### config.mk
export PLATFORM = sky130hd
export DESIGN_NAME = seq_multiplier_nx_flat
export DESIGN_NICKNAME = d
export VERILOG_FILES = /design/src/rtl/seq_multiplier_nx_if.sv /design/src/rtl/seq_multiplier_nx.sv /design/src/flat_wrapper.sv
export SDC_FILE = /design/constraint.sdc
export NUM_CORES = 1
export LEC_CHECK = 0
export BUFFER_PORTS_ARGS = -buffer_cell sky130_fd_sc_hd__buf_4
export CAP_MARGIN = 0
export CORE_UTILIZATION = 46
export CTS_CLUSTER_SIZE = 28
export DETAILED_ROUTE_END_ITERATION = 8
export PLACE_DENSITY = 0.68
export REMOVE_ABC_BUFFERS = 1
export SETUP_SLACK_MARGIN = 0.15
export SYNTH_ARGS = -nofsm -noshare
export SYNTH_HDL_FRONTEND = slang
export SYNTH_SLANG_ARGS = --single-unit
### constraint.sdc
create_clock -name clk -period 2.35 [get_ports clk]
set_input_delay 0.3525 -clock clk [delete_from_list [all_inputs] [get_ports clk]]
set_output_delay 0.3525 -clock clk [all_outputs]
set_load 0.02 [all_outputs]
### src/rtl/seq_multiplier_nx_if.sv
// Handshake bundle for seq_multiplier_nx: operand request channel, product response channel, busy.
// Both builds (SEQMUL_SIGNED_EN defined or not) use this same interface.
interface seq_multiplier_nx_if #(
    parameter int unsigned N = 4
);
    logic           in_valid;
    logic           in_ready;
    logic [N-1:0]   a;
    logic [N-1:0]   b;
    logic           out_valid;
    logic           out_ready;
    logic [2*N-1:0] product;
    logic           busy;

    modport master (
        output in_valid,
        output a,
        output b,
        output out_ready,
        input  in_ready,
        input  out_valid,
        input  product,
        input  busy
    );

    modport slave (
        input  in_valid,
        input  a,
        input  b,
        input  out_ready,
        output in_ready,
        output out_valid,
        output product,
        output busy
    );
endinterface

### src/rtl/seq_multiplier_nx.sv
// Iterative shift-add multiplier: one partial product per clock, N cycles per result, held until taken.
// Define SEQMUL_SIGNED_EN for two's-complement operands; default build is unsigned.
module seq_multiplier_nx #(
    parameter int unsigned N = 4
) (
    input logic               clk,
    input logic               res,
    seq_multiplier_nx_if.slave bus
);
    localparam int unsigned W    = 2 * N;
    localparam int unsigned CntW = $clog2(N);

    typedef enum logic [1:0] {
        StIdle = 2'd0,
        StBusy = 2'd1,
        StDone = 2'd2
    } state_e;

    state_e          state_q;
    logic [W-1:0]    mcand_q;
    logic [N-1:0]    mplier_q;
    logic [W-1:0]    acc_q;
    logic [W-1:0]    product_q;
    logic [CntW-1:0] count_q;
    logic            in_ready_q;
    logic            busy_q;
    logic            out_valid_q;

    logic            last_step;
    logic [W-1:0]    acc_d;
    logic [W-1:0]    mcand_ext;

    always_comb begin
        last_step = (count_q == CntW'(N - 1));
`ifdef SEQMUL_SIGNED_EN
        mcand_ext = {{N{bus.a[N-1]}}, bus.a};
`else
        mcand_ext = {{N{1'b0}}, bus.a};
`endif
    end

    // On the last step of a signed multiply the multiplier LSB is b's sign bit, weight -2^(N-1).
    always_comb begin
        acc_d = acc_q;
        if (mplier_q[0]) begin
`ifdef SEQMUL_SIGNED_EN
            if (last_step) begin
                acc_d = acc_q - mcand_q;
            end else begin
                acc_d = acc_q + mcand_q;
            end
`else
            acc_d = acc_q + mcand_q;
`endif
        end
    end

    always_ff @(posedge clk or posedge res) begin
        if (res) begin
            state_q     <= StIdle;
            mcand_q     <= '0;
            mplier_q    <= '0;
            acc_q       <= '0;
            product_q   <= '0;
            count_q     <= '0;
            in_ready_q  <= 1'b1;
            busy_q      <= 1'b0;
            out_valid_q <= 1'b0;
        end else begin
            unique case (state_q)
                StIdle: begin
                    if (bus.in_valid) begin
                        mcand_q    <= mcand_ext;
                        mplier_q   <= bus.b;
                        acc_q      <= '0;
                        count_q    <= '0;
                        state_q    <= StBusy;
                        in_ready_q <= 1'b0;
                        busy_q     <= 1'b1;
                    end
                end
                StBusy: begin
                    acc_q    <= acc_d;
                    mcand_q  <= mcand_q << 1;
                    mplier_q <= mplier_q >> 1;
                    count_q  <= count_q + 1'b1;
                    if (last_step) begin
                        product_q   <= acc_d;
                        state_q     <= StDone;
                        busy_q      <= 1'b0;
                        out_valid_q <= 1'b1;
                    end
                end
                StDone: begin
                    // product_q is deliberately kept after acceptance
                    if (bus.out_ready) begin
                        state_q     <= StIdle;
                        out_valid_q <= 1'b0;
                        in_ready_q  <= 1'b1;
                    end
                end
                default: begin
                    state_q     <= StIdle;
                    in_ready_q  <= 1'b1;
                    busy_q      <= 1'b0;
                    out_valid_q <= 1'b0;
                end
            endcase
        end
    end

    assign bus.in_ready  = in_ready_q;
    assign bus.busy      = busy_q;
    assign bus.out_valid = out_valid_q;
    assign bus.product   = product_q;

endmodule

### src/flat_wrapper.sv
// flat-port wrapper written by rule: the top's interface ports become plain ports
module seq_multiplier_nx_flat 
#(
    parameter int unsigned N = 4
)
  (clk, res, bus_in_valid, bus_a, bus_b, bus_out_ready, bus_in_ready, bus_out_valid, bus_product, bus_busy);
  seq_multiplier_nx_if #(.N(N)) bus_i ();
  input logic clk;
  input logic res;
  input wire logic [$bits(bus_i.in_valid)-1:0] bus_in_valid;
  input wire logic [$bits(bus_i.a)-1:0] bus_a;
  input wire logic [$bits(bus_i.b)-1:0] bus_b;
  input wire logic [$bits(bus_i.out_ready)-1:0] bus_out_ready;
  output wire logic [$bits(bus_i.in_ready)-1:0] bus_in_ready;
  output wire logic [$bits(bus_i.out_valid)-1:0] bus_out_valid;
  output wire logic [$bits(bus_i.product)-1:0] bus_product;
  output wire logic [$bits(bus_i.busy)-1:0] bus_busy;
  assign bus_i.in_valid = bus_in_valid;
  assign bus_i.a = bus_a;
  assign bus_i.b = bus_b;
  assign bus_i.out_ready = bus_out_ready;
  assign bus_in_ready = bus_i.in_ready;
  assign bus_out_valid = bus_i.out_valid;
  assign bus_product = bus_i.product;
  assign bus_busy = bus_i.busy;
  seq_multiplier_nx #(.N(N)) u_core (.clk(clk), .res(res), .bus(bus_i));
endmodule
# Word level (Yosys, flattened, before mapping)

Index checks and enable logic that the tools add are counted.

Reductions and logical operators: 8
$add $sub $neg: 2
Bitwise operators: 3
Mux-type cells: 22
Eq/ne operators: 6

Operator list:

| operator                                      | count |
|---|---|
| one-hot mux 8 bit (2 select lines)            | 2 |
| 2-to-1 mux 8 bit                              | 3 |
| AND reduction 3 bit                           | 4 |
| one-hot mux 1 bit (3 select lines)            | 3 |
| adder 8 bit                                   | 1 |
| 2-to-1 mux 2 bit                              | 4 |
| one-hot mux 4 bit (2 select lines)            | 1 |
| 2-to-1 mux 1 bit                              | 6 |
| one-hot mux 2 bit (3 select lines)            | 1 |
| == test 2 bit, second input constant          | 2 |
| 2-to-1 mux 4 bit                              | 1 |
| != test 2 bit, second input constant          | 2 |
| one-hot mux 2 bit (2 select lines)            | 1 |
| AND reduction 2 bit                           | 2 |
| NOT 1 bit                                     | 3 |
| adder 2 x 1 -> 2 bit, second input constant   | 1 |
| == test 2 x 1 -> 1 bit, second input constant | 1 |
| logical NOT 2 bit                             | 1 |
| != test 2 x 1 -> 1 bit, second input constant | 1 |
| nonzero test 2 bit                            | 1 |

Input bits: 12
Register bits after elaboration: 35
Output and inout port bits: 11
Logic and storage cells: 50

# Logic depth before layout (Yosys ltp)

Depth after elaboration: 3
Mapped depth: 7
Mapped depth without buffers: 7

# Worst setup path after synthesis

No wires, ideal clock.

Path type: register -> register
Start: register u_core.acc_q[0]
End: register u_core.acc_q[4]
Required time: 2.260 ns
Arrival: 1.709 ns
Setup time: 0.090 ns
Clock period less this slack: 1.799 ns
Cell stages (with the launch flop): 8
Buffers on the path: 0
Path slack: 0.551 ns
Cells stage by stage: dfrtp_1 ha_1 fa_1 a21o_2 a21oi_1 xnor2_1 nand2_1 o221ai_1

Word-level cells in the longest chain between the ends: 3

RTL lines:

| item                               | RTL line                | text |
|---|---|---|
| start, declared                    | seq_multiplier_nx.sv:22 | `logic [W-1:0] acc_q;` |
| start signal, assigned             | seq_multiplier_nx.sv:63 | `acc_q <= '0;` |
| start signal, assigned             | seq_multiplier_nx.sv:75 | `acc_q <= '0;` |
| start signal, assigned             | seq_multiplier_nx.sv:83 | `acc_q <= acc_d;` |
| adder 8 bit                        | seq_multiplier_nx.sv:53 | `acc_d = acc_q + mcand_q;` |
| 2-to-1 mux 8 bit                   | seq_multiplier_nx.sv:45 | `if (mplier_q[0]) begin` |
| one-hot mux 8 bit (2 select lines) | seq_multiplier_nx.sv:70 | `unique case (state_q)` |

No other way between the ends.
A chain may end at the register's enable or synchronous reset.

# Worst setup path after layout

Ends and elaborated chain as after synthesis.

==> results by group <==
Yosys
  • Cell Area, Synth: 0.001903 mm²
  • Yosys reg bits: 35
  • Top post-synthesis cells by area: dfrtp_1 (45%), nand2_1 (5.7%), ha_1 (5.3%)
  • Area leader, netlist: dfrtp_1
  • Average cell area after synthesis: 9.810 µm²
  • Syn Inst Count: 194
  • Count of cell types in the netlist: 48
  • Top-area cell type share of the netlist area: 0.4471
  • Ys Warns: 0
  • Sequential share of the synthesized area: 0.4609

Place
  • Post-DP HPWL: 2827 µm
  • Post-Place Cells: 262
  • Port bufs: 22
  • Placer congestion estimate: 0.7782
  • DP Area: 0.002105 mm²

Drt
  • Routed Antenna Nets: 0
  • WL final: 3900 µm
  • Via count: 1,524
  • # DRC: 0
  • Iteration-0 DRC Markers: 132
  • Vias per cell: 5.644
  • Routed WL per cell: 14.44 µm
  • Pre-antenna DRT Iters: 4

Floorplan
  • Io pins: 23
  • Die Height: 66.32 µm
  • Row count: 23
  • Initial core utilization: 0.4758
  • Chip Width: 66.32 µm
  • Die area: 0.004398 mm²
  • Core area: 0.004000 mm²

Clocking
  • Clock sink total: 35
  • Clk buf depth: 2
  • Clock transition at path regs: 70 ps
  • CTS tree: done
  • Post-CTS setup buffer count: 0
  • Clock root buffer: clkbuf_8
  • H-tree levels: 2
  • Worst-skew pair later-pin latency: 290 ps
  • Total CTS buffers: 5
  • Cts hold-fix bufs: 0
  • PostCTS Resize Cnt: 0

Timing
  • Clk_skew: 7.451 ps
  • Crit path time final: 1948 ps
  • Rel. slew slack: 0.7080
  • RSZ-0062 raised after global routing: no
  • Hold Fails Final Rpt: 0
  • Max-slew violations: 0
  • Setup TNS: 0 ps
  • Least-Margin Pin Slew: 438.0 ps
  • Maximum operating frequency: 513.4 MHz
  • Final setup viols: 0
  • Period utilization: 0.8289

Worst setup path
  • Startpoint class of the critical path: flop
  • Reg2Reg Setup Slack: 400 ps
  • Crit. End Element: flop
  • Reg-to-Reg Start: u_core.acc_q[0]$_DFFE_PP0P_
  • Crit-path max FO: 3
  • Critical R2R Capture: u_core.acc_q[4]$_DFFE_PP0P_
  • Worst EP required: 2550 ps
  • Data arrival, critical path: 2150 ps
  • Kind of critical path: reg2reg
  • FF-to-FF path depth: 7

Finish
  • Most frequent cells in the layout: dfrtp_1 (34), nand2_1 (29), buf_4 (28)
  • Layout cells sized above 1: 0.2045
  • Final Util: 0.5511
  • Fin area: 0.002205 mm²
  • Final net count: 240
  • Ant. Diodes: 0
  • Most common cell after layout, fill and taps aside: dfrtp_1
  • Layout Cells excl Fill: 270
  • Fillers: 369
  • Layout area overhead: 15.84%

Outcome
  • Status: finished, final reports clean

Pwr
  • Switching power: 0.001202 W
  • Reg power frac: 0.362
  • Logic pwr share: 0.475
  • Tot Pwr: 0.002925 W
  • Sw Share: 0.4108
  • Leak pwr: 1.039 nW
  • Internal Pwr Total: 0.001723 W
  • Clock power frac: 0.163
  • Pwr per Cell Area: 1327 mW/mm²
  • VDD IR-drop max: 0.6710 mV

GRT
  • GRT Overall Usage: 0.2089
  • Initial antenna violation count: 0
  • GR Overflow Total: 0
  • Largest net degree at the start of global routing: 36
  • Vias in the first global route: 1,533
  • First-pass GRT wire length: 6872 µm

Worst hold path
  • Hold WC Path Type: in2async

Flow run
  • Max cap viols: 0
==> area by class of cell <==
type,instances,area (µm²),share of cell area
well taps,50,62.56,0.02838
clock buffers,8,100.1,0.04540
inverters,3,11.26,0.005108
multi-input cells,146,943.4,0.4279
repair buffers,28,210.2,0.09535
flip-flops and latches,35,877.1,0.3978
==> state kept, by name (all words and copies together) (netlist names) <==
name                  cells
u_core.bus.in_ready       1
u_core.bus.product        8
u_core.state_q            2
u_core.bus.busy           1
u_core.count_q            2
u_core.bus.out_valid      1
u_core.mcand_q            8
u_core.acc_q              8
u_core.mplier_q           4
==> layer usage <==
layer,part of all wire,GRT usage,wire length (µm),vias to the layer above
li1,-,-,-,758
met1,0.46,0.2552,1807,726
met2,0.48,0.3495,1869,34
met3,0.041,0.04828,161,6
met4,0.016,0.09043,61,0
met5,0,0,0,-
==> power by group through the flow <==
stage                     registers (W)  logic [W]  clock network, W
after floorplan                 0.00119   0.000786                 0
after global placement          0.00105    0.00136                 0
after detailed placement        0.00107    0.00139                 0
after CTS                       0.00106    0.00140          0.000493
after global routing            0.00110    0.00156          0.000512
final                           0.00106    0.00139          0.000477
==> synthesized netlist by cell type, drive strengths merged <==
| cell | number |
|---|---|
| a22o | 8 |
| nor2b | 3 |
| a211oi | 2 |
| a211o | 3 |
| nor3 | 2 |
| inv | 3 |
| nor3b | 1 |
| nand4 | 3 |
| xor2 | 1 |
| dfstp | 1 |
| nand2b | 6 |
| and2 | 6 |
| o21a | 2 |
| o31ai | 3 |
| o21ai | 19 |
| and3b | 1 |
| dlymetal6s2s | 1 |
| nor2 | 10 |
| nand3b | 1 |
| buf | 6 |
| a31o | 1 |
| and3 | 2 |
| nor4bb | 1 |
| ha | 8 |
| clkbuf | 3 |
| or2b | 1 |
| nand3 | 1 |
| a31oi | 15 |
| xnor2 | 1 |
| a21o | 3 |
| o311ai | 1 |
| a21boi | 1 |
| nand2 | 29 |
| fa | 1 |
| o221ai | 3 |
| a21oi | 7 |
| dfrtp | 34 |
==> kinds of logic (layout without fill, tap and decap cells) <==
kind of cell / Yosys count / after routing / share of synthesized area
DFF: 35 / 35 / 0.4609
xor gates and xnor gates: 2 / 2 / 0.009206
AOI/OAI and AO/OA: 68 / 68 / 0.2479
adders and majority gates: 9 / 9 / 0.06312
buffers and inverters: 13 / 39 / 0.04339
and+or+nand+nor: 67 / 67 / 0.1755
==> worst max-delay path by stage <==
stage                                              from                           to  slack, ps  depth (start not counted)
after floorplan           u_core.state_q[0]$_DFFE_PP0P_  u_core.acc_q[7]$_DFFE_PP0P_        270                          3
after global placement      u_core.acc_q[0]$_DFFE_PP0P_  u_core.acc_q[4]$_DFFE_PP0P_        480                          7
after detailed placement    u_core.acc_q[0]$_DFFE_PP0P_  u_core.acc_q[4]$_DFFE_PP0P_        420                          7
after CTS                   u_core.acc_q[0]$_DFFE_PP0P_  u_core.acc_q[4]$_DFFE_PP0P_        390                          7
after global routing      u_core.mcand_q[0]$_DFFE_PP0P_  u_core.acc_q[6]$_DFFE_PP0P_        290                          7
final                       u_core.acc_q[0]$_DFFE_PP0P_  u_core.acc_q[4]$_DFFE_PP0P_        400                          7
==> through the flow <==
stage	hold slack (ps)	setup slack, ps
final	159.6	402.0
after global routing	210.6	285.7
after CTS	178.9	392.7
after detailed placement	466.9	419.7
after global placement	457.1	480.1
after floorplan	438.8	269.2
==> critical path, cell delays in order, from the launching register on <==
cell      delay, ps
dfrtp_1         400
ha_1            250
fa_1            420
a21o_2          220
a21oi_1         170
xnor2_1         130
nand2_1          80
o221ai_1        180
Power figures use the tool's default switching activity.
